`config.mk`:
```
export PLATFORM = sky130hd
export DESIGN_NAME = mac_requant_accum
export DESIGN_NICKNAME = d
export VERILOG_FILES = /design/src/rtl/mac_requant_accum.sv
export SDC_FILE = /design/constraint.sdc
export NUM_CORES = 1
export LEC_CHECK = 0
export ABC_AREA = 0
export CELL_PAD_IN_SITES_DETAIL_PLACEMENT = 0
export CELL_PAD_IN_SITES_GLOBAL_PLACEMENT = 2
export CORE_MARGIN = 5
export CORE_UTILIZATION = 41
export CTS_CLUSTER_DIAMETER = 80
export DETAILED_ROUTE_END_ITERATION = 10
export PLACE_DENSITY_LB_ADDON = 0.08
export SLEW_MARGIN = 15
export SYNTH_ARGS = -nofsm -noshare
export SYNTH_HDL_FRONTEND = slang
export SYNTH_SLANG_ARGS = --single-unit
export TNS_END_PERCENT = 10
```
`constraint.sdc`:
```
create_clock -name i_clk -period 9.15 [get_ports i_clk]
set_clock_uncertainty 0.15 [all_clocks]
set_input_delay 1.3725 -clock i_clk [delete_from_list [all_inputs] [get_ports i_clk]]
set_output_delay 1.3725 -clock i_clk [all_outputs]
set_load 0.02 [all_outputs]
```
`src/rtl/mac_requant_accum.sv`:
```
// Accumulates runs of 19-bit MAC partial sums, requantizes each finished sum to int8
// (rounding arithmetic shift + saturation) and buffers results in a small FWFT FIFO.
module mac_requant_accum #(
  parameter int ACC_W      = 32,
  parameter int LEN_W      = 8,
  parameter int FIFO_DEPTH = 4
) (
  input  logic             i_clk,
  input  logic             i_nrst,
  input  logic             i_valid,
  input  logic [18:0]      i_res,
  input  logic [LEN_W-1:0] i_len,
  input  logic [4:0]       i_shift,
  input  logic             i_clear,
  output logic             o_valid,
  output logic [7:0]       o_data,
  input  logic             i_ready,
  output logic             o_busy,
  output logic             o_sat,
  output logic             o_ovf
);

  // state | meaning
  // IDLE  | no partial sum held; next beat starts a result
  // ACC   | r_acc holds a partial sum, r_rem beats still to come
  localparam logic [0:0] S_IDLE = 1'b0;
  localparam logic [0:0] S_ACC  = 1'b1;

  localparam int PW = $clog2(FIFO_DEPTH);
  localparam logic signed [ACC_W:0] Q_MAX = (ACC_W+1)'(127);
  localparam logic signed [ACC_W:0] Q_MIN = (ACC_W+1)'(-128);

  logic [0:0]       r_state;
  logic [ACC_W-1:0] r_acc;
  logic [LEN_W-1:0] r_rem;
  logic             r_rq_valid;
  logic [ACC_W-1:0] r_sum;
  logic [4:0]       r_shift;
  logic [PW:0]      r_wr_ptr;
  logic [PW:0]      r_rd_ptr;
  logic [7:0]       r_mem [FIFO_DEPTH];
  logic             r_sat;
  logic             r_ovf;

  logic [ACC_W-1:0]        w_beat_ext;
  logic [LEN_W-1:0]        w_len_eff;
  logic                    w_final;
  logic [ACC_W-1:0]        w_total;
  logic signed [ACC_W:0]   w_sum_ext;
  logic signed [ACC_W:0]   w_rnd;
  logic signed [ACC_W:0]   w_rq;
  logic                    w_sat_hi;
  logic                    w_sat_lo;
  logic [7:0]              w_q;
  logic                    w_empty;
  logic                    w_full;
  logic                    w_pop;
  logic                    w_push;

  assign w_beat_ext = {{(ACC_W-19){i_res[18]}}, i_res};
  assign w_len_eff  = (i_len == '0) ? LEN_W'(1) : i_len;
  assign w_final    = i_valid && (((r_state == S_IDLE) && (w_len_eff == LEN_W'(1))) ||
                                  ((r_state == S_ACC)  && (r_rem == LEN_W'(1))));
  assign w_total    = (r_state == S_ACC) ? (r_acc + w_beat_ext) : w_beat_ext;

  always_ff @(posedge i_clk or negedge i_nrst) begin
    if (!i_nrst) begin
      r_state <= S_IDLE;
      r_acc   <= '0;
      r_rem   <= '0;
    end else if (i_clear) begin
      r_state <= S_IDLE;
      r_acc   <= '0;
      r_rem   <= '0;
    end else if (i_valid) begin
      if (w_final) begin
        r_state <= S_IDLE;
        r_acc   <= '0;
        r_rem   <= '0;
      end else if (r_state == S_IDLE) begin
        r_state <= S_ACC;
        r_acc   <= w_beat_ext;
        r_rem   <= w_len_eff - LEN_W'(1);
      end else begin
        r_acc   <= w_total;
        r_rem   <= r_rem - LEN_W'(1);
      end
    end
  end

  // Requant stage holds a finished sum for exactly one cycle; it is always drained next edge.
  always_ff @(posedge i_clk or negedge i_nrst) begin
    if (!i_nrst) begin
      r_rq_valid <= 1'b0;
      r_sum      <= '0;
      r_shift    <= '0;
    end else if (i_clear) begin
      r_rq_valid <= 1'b0;
    end else begin
      r_rq_valid <= w_final;
      if (w_final) begin
        r_sum   <= w_total;
        r_shift <= i_shift;
      end
    end
  end

  assign w_sum_ext = {r_sum[ACC_W-1], r_sum};
  assign w_rnd     = (r_shift == 5'd0) ? '0 : ((ACC_W+1)'(1) << (r_shift - 5'd1));
  assign w_rq      = (w_sum_ext + w_rnd) >>> r_shift;
  assign w_sat_hi  = (w_rq > Q_MAX);
  assign w_sat_lo  = (w_rq < Q_MIN);
  assign w_q       = w_sat_hi ? 8'h7f : (w_sat_lo ? 8'h80 : w_rq[7:0]);

  assign w_empty = (r_wr_ptr == r_rd_ptr);
  assign w_full  = (r_wr_ptr[PW] != r_rd_ptr[PW]) && (r_wr_ptr[PW-1:0] == r_rd_ptr[PW-1:0]);
  assign w_pop   = !w_empty && i_ready;
  assign w_push  = r_rq_valid && (!w_full || w_pop);

  always_ff @(posedge i_clk) begin
    if (w_push && !i_clear) begin
      r_mem[r_wr_ptr[PW-1:0]] <= w_q;
    end
  end

  always_ff @(posedge i_clk or negedge i_nrst) begin
    if (!i_nrst) begin
      r_wr_ptr <= '0;
      r_rd_ptr <= '0;
      r_sat    <= 1'b0;
      r_ovf    <= 1'b0;
    end else if (i_clear) begin
      r_wr_ptr <= '0;
      r_rd_ptr <= '0;
      r_sat    <= 1'b0;
      r_ovf    <= 1'b0;
    end else begin
      if (w_push) r_wr_ptr <= r_wr_ptr + 1'b1;
      if (w_pop)  r_rd_ptr <= r_rd_ptr + 1'b1;
      if (r_rq_valid && (w_sat_hi || w_sat_lo)) r_sat <= 1'b1;
      if (r_rq_valid && !w_push) r_ovf <= 1'b1;
    end
  end

  assign o_valid = !w_empty;
  assign o_data  = w_empty ? 8'h00 : r_mem[r_rd_ptr[PW-1:0]];
  assign o_busy  = (r_state == S_ACC) || r_rq_valid;
  assign o_sat   = r_sat;
  assign o_ovf   = r_ovf;

endmodule

```
==> results of run 1 <==
-- routing by layer --
layer	vias to the layer above	part of all wire	track usage
met5	-	0	0
met4	0	0.015	0.0511
met3	42	0.049	0.0331
met2	306	0.45	0.359
met1	5087	0.49	0.333
li1	5175	-	-
-- path summary, 6_finish.rpt --
kind                                        startpoint                     to  cells past startpoint
worst max register to register  r_shift[1]$_DFFE_PN0P_  r_mem[2][4]$_DFFE_PP_                     24
max in group asynchronous                       i_nrst    r_state$_DFFE_PN0P_                      2
worst max-delay path            r_shift[1]$_DFFE_PN0P_  r_mem[2][4]$_DFFE_PP_                     24
min in group asynchronous                       i_nrst  r_sum[28]$_DFFE_PN0P_                      1
worst min register to register   r_acc[23]$_DFFE_PN0P_  r_acc[23]$_DFFE_PN0P_                      2
worst min-delay path             r_acc[23]$_DFFE_PN0P_  r_acc[23]$_DFFE_PN0P_                      2
-- cells in the mapped netlist, types with 21 or more instances --
cell type | number | share of area
sky130_fd_sc_hd__a21o_1 | 40 | 0.027
sky130_fd_sc_hd__nand2_1 | 166 | 0.056
sky130_fd_sc_hd__o21ai_0 | 120 | 0.054
sky130_fd_sc_hd__xnor2_1 | 40 | 0.031
sky130_fd_sc_hd__nor2_1 | 133 | 0.045
sky130_fd_sc_hd__dfrtp_1 | 87 | 0.19
sky130_fd_sc_hd__a211oi_1 | 25 | 0.017
sky130_fd_sc_hd__ha_1 | 72 | 0.081
sky130_fd_sc_hd__mux2i_1 | 49 | 0.044
sky130_fd_sc_hd__clkbuf_1 | 62 | 0.021
sky130_fd_sc_hd__xor2_1 | 21 | 0.016
sky130_fd_sc_hd__inv_1 | 35 | 0.012
sky130_fd_sc_hd__nand3_1 | 41 | 0.018
sky130_fd_sc_hd__edfxtp_1 | 32 | 0.086
sky130_fd_sc_hd__or3_1 | 22 | 0.012
sky130_fd_sc_hd__nor3_1 | 50 | 0.022
sky130_fd_sc_hd__a21oi_1 | 107 | 0.048
-- final cells by class --
type	instances	share of cell area
tap	341	0.0340
multi-input combinational	1152	0.604
sequential	119	0.250
timing repair buffer	68	0.0501
clock inverter	15	0.0161
inverter	38	0.0114
clock buffer	17	0.0339
-- cell families (layout without fill, tap and decap cells) --
group,Yosys count,after routing,share of synthesized area
flops,119,119,0.281
other cells,1,1,0.000336
fa+ha+maj,74,74,0.0842
compound gates,442,442,0.256
xor+xnor,62,62,0.0493
mux,68,68,0.0792
simple gates,505,505,0.210
buf+inv,117,138,0.0403
-- power by group --
group,switching (mW),internal [mW],total [mW],leakage (nW)
Combinational,0.831,0.466,1.30,3.60
Sequential,0.0450,0.619,0.664,1.44
Clock,0.277,0.457,0.735,0.303
Total,1.15,1.54,2.70,5.34
-- tightest hold or removal path: cells and delay by family (launching register included) --
| family | cells | cell delay [ns] |
|---|---|---|
| and+or+nand+nor | 1 | 0.05 |
| AOI/OAI and AO/OA | 1 | 0.06 |
| DFF | 1 | 0.35 |
-- per-stage QoR --
step / cells / utilization
floorplan: 1388 / -
global placement: 1718 / 0.444
detailed placement: 1718 / 0.444
CTS: 1750 / 0.467
global route: 1750 / 0.467
finish: 1750 / 0.467
-- state kept, by name, indices dropped and copies added, names as in the netlist --
signal,cells
r_rem,8
r_acc,32
r_mem,32
r_rq_valid,1
r_sum,32
r_wr_ptr,3
r_state,1
r_shift,5
o_ovf,1
r_rd_ptr,3
o_sat,1
==> flow_summary.json, run 1 <==
{
  "critical_path.startpoint_type": "flip-flop",
  "area_occupied_by_multi_input_gates_sq_um": 7580,
  "critical_path.max_stage_delay_ns": 0.60,
  "antenna_diode_count": 0,
  "first_global_vias": 9984,
  "outcome": "finished clean",
  "timing.critical_path.mode_cell": "sky130_fd_sc_hd__buf_4",
  "postCtsResizedCells": 0,
  "clock_tree.htree_level_count": 4,
  "grt_first_pass_wirelength_microns": 56200,
  "synthToLayoutAreaGrowth_pct": 12.4,
  "start_util": 0.416,
  "grt_setup_unrepaired": "no",
  "dieWidth_microns": 175,
  "leakagePower_nw": 5.34,
  "syn_nets": 1499,
  "path_class": "reg -> reg",
  "synth-edff-count": 32,
  "maxSlewHeadroom": 0.233,
  "number_of_buffer_and_inverter_instances_along_the_worst_setup_path": 6,
  "detailedPlace.worstSlack_ns": 1.95,
  "async_flop_share": 0.731,
  "regArea_sq_um": 3140,
  "yosys_warnings": 0,
  "final.hold.worst_slack_ns": 0.335,
  "clockRootBuffer": "sky130_fd_sc_hd__clkbuf_16",
  "timing.final.hold_violations": 0,
  "postSynthCellCount": 1388,
  "reg2reg_setup_slack_ns": 1.81,
  "drt_first_pass_iters": 7,
  "routed_wirelength_microns": 35500,
  "setup_viol": 0,
  "cells_along_the_critical_path": "inv_1 > buf_4 > nand2_1 > nor3_1 > ha_1 > inv_1 > fa_1 > nand2b_1 > a21oi_1 > buf_4 > o21ai_2 > a211oi_1 > or3_1 > a31oi_2 > xor2_2 > buf_4 > inv_2 > nor2_1 > a311oi_1 > a22o_1 > or4_1 > or4_4 > o31ai_2 > a21oi_1",
  "post_cts_hold_buffer_count": 0,
  "cts_made_buffers": 17,
  "clkLatencyLatePin_ns": 0.43,
  "dp.final_hpwl_microns": 26300,
  "buffer_levels_on_the_longest_clock_path": 2,
  "buffer_ports.inserted": 48,
  "grt_remaining_overflow": 0,
  "boundaryPins": 49,
  "irDropWorstVdd_mv": 0.110,
  "tritoncts": "built",
  "p_total_mw": 2.70,
  "vias_per_cell": 6.06,
  "critical_path_arrival_ns": 7.29,
  "setup_repair_bufs_after_cts": 0,
  "final_common_cell": "sky130_fd_sc_hd__nand2_1",
  "chipHeight_microns": 175,
  "antenna_found_initial": 0,
  "min_path_type": "reg -> reg",
  "finish.instance_area_sq_um": 12500,
  "cap_violations": 0,
  "post_dp_cell_area_sq_um": 11900,
  "timing.critical_path.to_type": "flip-flop",
  "most-common-layout-cells": "sky130_fd_sc_hd__nand2_1 (166), sky130_fd_sc_hd__nor2_1 (132), sky130_fd_sc_hd__o21ai_0 (120), sky130_fd_sc_hd__a21oi_1 (107), sky130_fd_sc_hd__dfrtp_1 (86)",
  "placeableCoreArea_sq_um": 26900,
  "critical_path.top_delay_family": "simple AND/OR/NAND/NOR gates",
  "die-area_sq_um": 30600,
  "cts.reportedPaths.clkPinSlew_ns": 0.07,
  "tightest_slew_ns": 1.15,
  "vias": 10600,
  "final_antenna_net_count": 0,
  "nFillCells": 2693,
  "final_critical_path_setup_slack_ns": 1.81,
  "gp_routability_congestion": 0.938,
  "post_synth.cell_area_avg_sq_um": 8.05,
  "crit_path_top_delay_cell": "sky130_fd_sc_hd__o31ai_2",
  "cts.sinks": 119,
  "total_standard_cell_area_after_synthesis_sq_um": 11200,
  "floorplan.rows": 60,
  "drt_drc_violations_left": 0,
  "crit_required_ns": 9.10,
  "crit_fanout": 23,
  "final.period_utilization": 0.802,
  "pwr_density_cell_nw_per_um2": 215,
  "synthDistinctLibCells": 86,
  "drive_gt1_frac": 0.0703,
  "fin_tns_setup_ns": 0,
  "grt_max_degree": 59,
  "final-max-slew-violation-count": 0,
  "average_wire_per_standard_cell_microns": 20.3,
  "finalWorstPathRequiredPeriod_ns": 7.34,
  "ys.flop_type": "sky130_fd_sc_hd__dfrtp_1",
  "synth.yosys.seq_area_share": 0.281,
  "synth-seq-cells": 119,
  "design.final.nets": 1507,
  "grt_util_all_layers": 0.228,
  "maxClockFrequency_mhz": 136,
  "drt_iter0_drc": 830
}
Power figures use the tool's default switching activity.
==> inputs of run 2 (changes only) <==
- CORE_UTILIZATION: 41 -> 34
- clock period: 9.15 -> 6.5 ns (I/O delays scaled with it)
==> flow_summary.json, run 2 (synthesized netlist as in run 1, its figures left out) <==
{
  "first_global_vias": 10300,
  "antenna_found_initial": 0,
  "top_signal_layer_used": "met4",
  "min_path_type": "in -> async",
  "grt_setup_unrepaired": "no",
  "final.hold.worst_slack_ns": 0.332,
  "setup_viol": 0,
  "drt_first_pass_iters": 5,
  "design.final.nets": 1542,
  "tritoncts": "built",
  "cap_violations": 0,
  "critical_path_depth": 20,
  "final-max-slew-violation-count": 0,
  "layoutNonFillerInstCount": 1886,
  "placeableCoreArea_sq_um": 32500,
  "cts_made_buffers": 17,
  "die-area_sq_um": 36600,
  "start_util": 0.344,
  "dpl.cell_count": 1854,
  "crit_fanout": 17,
  "worst-r2r-cell-count": 20,
  "final_common_cell": "sky130_fd_sc_hd__nand2_1",
  "clockRootBuffer": "sky130_fd_sc_hd__clkbuf_16",
  "average_wire_per_standard_cell_microns": 20.1,
  "timing.critical_path.to_type": "flip-flop",
  "crit_path_top_delay_cell": "sky130_fd_sc_hd__or4_1",
  "critical_path.top_delay_family": "compound AO/OA/AOI/OAI gates",
  "final.period_utilization": 0.957,
  "maxClockFrequency_mhz": 161,
  "post_cts_hold_buffer_count": 0,
  "p_total_mw": 3.78,
  "buffer_ports.inserted": 48,
  "met2WireLength_microns": 16800,
  "leakagePower_nw": 5.49,
  "cells_along_the_critical_path": "buf_4 > nor2_1 > nand2_1 > nor2_1 > ha_1 > a21o_1 > a21o_1 > a21o_1 > or3_1 > o211ai_1 > a21o_1 > nand3_2 > a2111oi_1 > a311oi_1 > a22o_1 > or4_1 > or4_4 > o31ai_2 > buf_4 > a21oi_1",
  "floorplan.rows": 66,
  "number_of_buffer_and_inverter_instances_along_the_worst_setup_path": 2,
  "setup_repair_bufs_after_cts": 0,
  "pwr_density_cell_nw_per_um2": 292,
  "nFillCells": 3347,
  "dp.final_hpwl_microns": 28700,
  "clkLatencyLatePin_ns": 0.44,
  "gp_routability_congestion": 0.910,
  "boundaryPins": 49,
  "outcome": "finished clean",
  "post_dp_cell_area_sq_um": 12300,
  "timing.critical_path.mode_cell": "sky130_fd_sc_hd__a21o_1",
  "chipHeight_microns": 191,
  "vias_per_cell": 5.57,
  "drt_drc_violations_left": 0,
  "clock_tree.htree_level_count": 4,
  "most-common-layout-cells": "sky130_fd_sc_hd__nand2_1 (164), sky130_fd_sc_hd__nor2_1 (132), sky130_fd_sc_hd__o21ai_0 (120), sky130_fd_sc_hd__a21oi_1 (98), sky130_fd_sc_hd__dfrtp_1 (85)",
  "synthToLayoutAreaGrowth_pct": 16.1,
  "irDropWorstVdd_mv": 0.176,
  "route.met3.wl_microns": 1370,
  "grt_first_pass_wirelength_microns": 59500,
  "critical_path.max_stage_delay_ns": 0.55,
  "cts.reportedPaths.clkPinSlew_ns": 0.06,
  "critical_path_arrival_ns": 6.22,
  "drive_gt1_frac": 0.108,
  "routed_wirelength_microns": 38000,
  "postLayoutCoreUtil": 0.399,
  "grt_max_degree": 61,
  "final_antenna_net_count": 0,
  "cts.sinks": 119,
  "finish.instance_area_sq_um": 13000,
  "critical_path.startpoint_type": "flip-flop",
  "crit_required_ns": 6.50,
  "drt-met1-wl_microns": 19000,
  "drt_iter0_drc": 694,
  "detailedPlace.worstSlack_ns": 0.00459,
  "finalWorstPathRequiredPeriod_ns": 6.22,
  "tightest_slew_ns": 1.09,
  "final_critical_path_setup_slack_ns": 0.280,
  "vias": 10500,
  "grt_util_all_layers": 0.208,
  "grt_remaining_overflow": 0,
  "timing.final.hold_violations": 0,
  "fin_tns_setup_ns": 0,
  "buffer_levels_on_the_longest_clock_path": 2,
  "antenna_diode_count": 0,
  "maxSlewHeadroom": 0.272,
  "path_class": "reg -> reg",
  "dieWidth_microns": 191
}
-- run 2: cell count changes in the layout (fill, tap and decap cells not counted), moves of 2 or more --
| cell | previous run | this run |
|---|---|---|
| sky130_fd_sc_hd__bufinv_16 | 4 | 0 |
| sky130_fd_sc_hd__clkinv_1 | 3 | 1 |
| sky130_fd_sc_hd__a21oi_1 | 107 | 98 |
| sky130_fd_sc_hd__nand2_1 | 166 | 164 |
| sky130_fd_sc_hd__inv_6 | 2 | 7 |
| sky130_fd_sc_hd__a211oi_1 | 25 | 23 |
| sky130_fd_sc_hd__clkinv_4 | 5 | 3 |
| sky130_fd_sc_hd__inv_8 | 0 | 2 |
| sky130_fd_sc_hd__nand2_2 | 0 | 2 |
| sky130_fd_sc_hd__buf_4 | 21 | 56 |
| sky130_fd_sc_hd__a21oi_2 | 0 | 9 |
-- run 2: metal layers --
| metal | vias up | GRT usage |
|---|---|---|
| li1 | 5233 | - |
| met1 | 5010 | 0.303 |
| met2 | 216 | 0.319 |
| met3 | 43 | 0.0345 |
| met4 | 0 | 0.0561 |
| met5 | - | 0 |
-- run 2: final timing paths --
check                                   endpoint  slack, ns                   start
max                        r_mem[0][4]$_DFFE_PP_       0.28  r_shift[3]$_DFFE_PN0P_
min                        r_sum[30]$_DFFE_PN0P_       0.33                  i_nrst
max reg2reg                r_mem[0][4]$_DFFE_PP_       0.28  r_shift[3]$_DFFE_PN0P_
min reg2reg                r_acc[11]$_DFFE_PN0P_       0.34   r_acc[11]$_DFFE_PN0P_
max in group asynchronous   r_sum[7]$_DFFE_PN0P_       4.68                  i_nrst
min in group i_clk         r_acc[11]$_DFFE_PN0P_       0.34   r_acc[11]$_DFFE_PN0P_
-- run 2: area by class of cell --
class	instances	area (sq um)	area share
Multi-Input combinational cell	1152	7680	0.592
Sequential cell	119	3140	0.242
Timing Repair Buffer	103	891	0.0687
Tap cell	442	553	0.0427
Clock buffer	17	425	0.0328
Inverter	38	143	0.0110
Clock inverter	15	130	0.0100
-- run 2: repair_timing --
action / 4_1_cts / 5_1_grt
endpoints found under the setup margin: 28 / 29
pin swaps: 0 / 2
gates resized for setup: 1 / 21
-- run 2: where the power goes --
part	internal [mW]	total, mW	switching [mW]
clock	0.500	0.909	0.409
sequential	0.872	0.933	0.0601
combinational	0.726	1.94	1.21
total	2.10	3.78	1.68
==> inputs of run 3 (changes only) <==
- ABC_CLOCK_PERIOD_IN_PS: not set -> 6500
- CAP_MARGIN: not set -> 20
- SETUP_SLACK_MARGIN: not set -> 0.4
==> flow_summary.json, run 3 (synthesized netlist as in run 1, its figures left out) <==
{
  "cap_violations": 0,
  "start_util": 0.344,
  "met2WireLength_microns": 17200,
  "grt_setup_unrepaired": "no",
  "grt_first_pass_wirelength_microns": 60200,
  "maxClockFrequency_mhz": 169,
  "cts.reportedPaths.clkPinSlew_ns": 0.06,
  "outcome": "finished clean",
  "placeableCoreArea_sq_um": 32500,
  "floorplan.rows": 66,
  "clockRootBuffer": "sky130_fd_sc_hd__clkbuf_16",
  "grt_util_all_layers": 0.209,
  "critical_path.startpoint_type": "flip-flop",
  "drive_gt1_frac": 0.138,
  "detailedPlace.worstSlack_ns": 0.0594,
  "most-common-layout-cells": "sky130_fd_sc_hd__nand2_1 (157), sky130_fd_sc_hd__nor2_1 (128), sky130_fd_sc_hd__o21ai_0 (118), sky130_fd_sc_hd__a21oi_1 (90), sky130_fd_sc_hd__dfrtp_1 (82)",
  "dp.final_hpwl_microns": 28800,
  "average_wire_per_standard_cell_microns": 20.2,
  "startpoint": "r_shift[4]$_DFFE_PN0P_",
  "timing.critical_path.to_type": "flip-flop",
  "path_class": "reg -> reg",
  "final.hold.worst_slack_ns": 0.326,
  "final_common_cell": "sky130_fd_sc_hd__nand2_1",
  "drt-met1-wl_microns": 18700,
  "final-max-slew-violation-count": 0,
  "crit_fanout": 15,
  "finalWorstPathRequiredPeriod_ns": 5.92,
  "tritoncts": "built",
  "maxSlewHeadroom": 0.287,
  "grt_max_degree": 66,
  "vias_per_cell": 5.58,
  "fin_tns_setup_ns": 0,
  "buffer_levels_on_the_longest_clock_path": 2,
  "worst-r2r-cell-count": 20,
  "final_critical_path_setup_slack_ns": 0.582,
  "antenna_diode_count": 0,
  "dieWidth_microns": 191,
  "gp_routability_congestion": 0.890,
  "cts_made_buffers": 17,
  "design.final.nets": 1548,
  "crit_path_end": "r_mem[3][1]$_DFFE_PP_",
  "timing.final.hold_violations": 0,
  "grt_remaining_overflow": 0,
  "synthToLayoutAreaGrowth_pct": 18.7,
  "vias": 10500,
  "boundaryPins": 49,
  "finish.instance_area_sq_um": 13300,
  "p_total_mw": 3.91,
  "first_global_vias": 10400,
  "drt_first_pass_iters": 5,
  "final.period_utilization": 0.910,
  "pwr_density_cell_nw_per_um2": 295,
  "reg2reg_setup_slack_ns": 0.58,
  "crit_required_ns": 6.50,
  "r2r_start": "r_shift[4]$_DFFE_PN0P_",
  "buffer_ports.inserted": 48,
  "leakagePower_nw": 5.53,
  "drt_drc_violations_left": 0,
  "min_path_type": "in -> async",
  "setup_viol": 0,
  "postLayoutCoreUtil": 0.408,
  "dpl.cell_count": 1849,
  "tightest_slew_ns": 1.07,
  "post_cts_hold_buffer_count": 0,
  "clock_tree.htree_level_count": 4,
  "post_dp_cell_area_sq_um": 12300,
  "antenna_found_initial": 0,
  "worst_r2r_endpoint": "r_mem[3][1]$_DFFE_PP_",
  "drt_iter0_drc": 628,
  "chipHeight_microns": 191,
  "top_signal_layer_used": "met4",
  "irDropWorstVdd_mv": 0.192,
  "route.met3.wl_microns": 1480,
  "layoutNonFillerInstCount": 1892,
  "clkLatencyLatePin_ns": 0.44,
  "critical_path_arrival_ns": 5.91,
  "die-area_sq_um": 36600,
  "routed_wirelength_microns": 38200,
  "final_antenna_net_count": 0,
  "cts.sinks": 119
}
## run 3: routing by layer
metal  up-vias  track usage
met2       242        0.327
met1      5010        0.303
met4         0       0.0610
li1       5249            -
met5         -            0
met3        47       0.0278
## run 3: worst max-delay path, cell delays in order (launching register included)
cell                       delay, ns
sky130_fd_sc_hd__dfrtp_2        0.49
sky130_fd_sc_hd__nor2_1         0.20
sky130_fd_sc_hd__nand2_1        0.17
sky130_fd_sc_hd__nor2_1         0.15
sky130_fd_sc_hd__ha_1           0.29
sky130_fd_sc_hd__a21o_1         0.21
sky130_fd_sc_hd__or3_4          0.38
sky130_fd_sc_hd__o21ai_4        0.22
sky130_fd_sc_hd__a211oi_4       0.12
sky130_fd_sc_hd__or3_1          0.38
sky130_fd_sc_hd__a31oi_2        0.21
sky130_fd_sc_hd__xor2_2         0.30
sky130_fd_sc_hd__inv_4          0.15
sky130_fd_sc_hd__nor2_1         0.16
sky130_fd_sc_hd__a311oi_2       0.08
sky130_fd_sc_hd__a22o_1         0.28
sky130_fd_sc_hd__or4_1          0.55
sky130_fd_sc_hd__or4_4          0.55
sky130_fd_sc_hd__o31ai_2        0.23
sky130_fd_sc_hd__buf_4          0.21
sky130_fd_sc_hd__a21oi_1        0.12
## run 3: repair_timing
item | 4_1_cts | 5_1_grt
buffers inserted | 0 | 11
resized for setup | 16 | 64
endpoints found under the setup margin | 29 | 29
pin swaps | 3 | 11
## run 3: report_power, final
group          total, mW  internal, mW  switching, mW  leakage [nW]
clock              0.947         0.568          0.379         0.275
sequential         0.944         0.874         0.0701          1.44
combinational       2.02         0.764           1.25          3.82
total               3.91          2.21           1.70          5.53
## run 3: worst min-delay path by stage
stage / end / cells past startpoint / slack [ns] / from
floorplan: r_acc[0]$_DFFE_PN0P_ / 2 / 0.30 / r_acc[0]$_DFFE_PN0P_
global placement: r_acc[27]$_DFFE_PN0P_ / 2 / 0.32 / r_acc[27]$_DFFE_PN0P_
detailed placement: r_acc[27]$_DFFE_PN0P_ / 2 / 0.33 / r_acc[27]$_DFFE_PN0P_
CTS: r_sum[27]$_DFFE_PN0P_ / 1 / 0.32 / i_nrst
global route: r_shift[0]$_DFFE_PN0P_ / 1 / 0.34 / i_nrst
finish: r_shift[0]$_DFFE_PN0P_ / 1 / 0.33 / i_nrst
## run 3: cell type report
cell class / count / area, sq um
clock buffers: 19 / 433
clock inverters: 13 / 145
fillers: 3338 / 19200
inverters: 38 / 148
multi-input cells: 1152 / 7880
flip-flops and latches: 119 / 3140
well taps: 442 / 553
repair buffers: 109 / 958
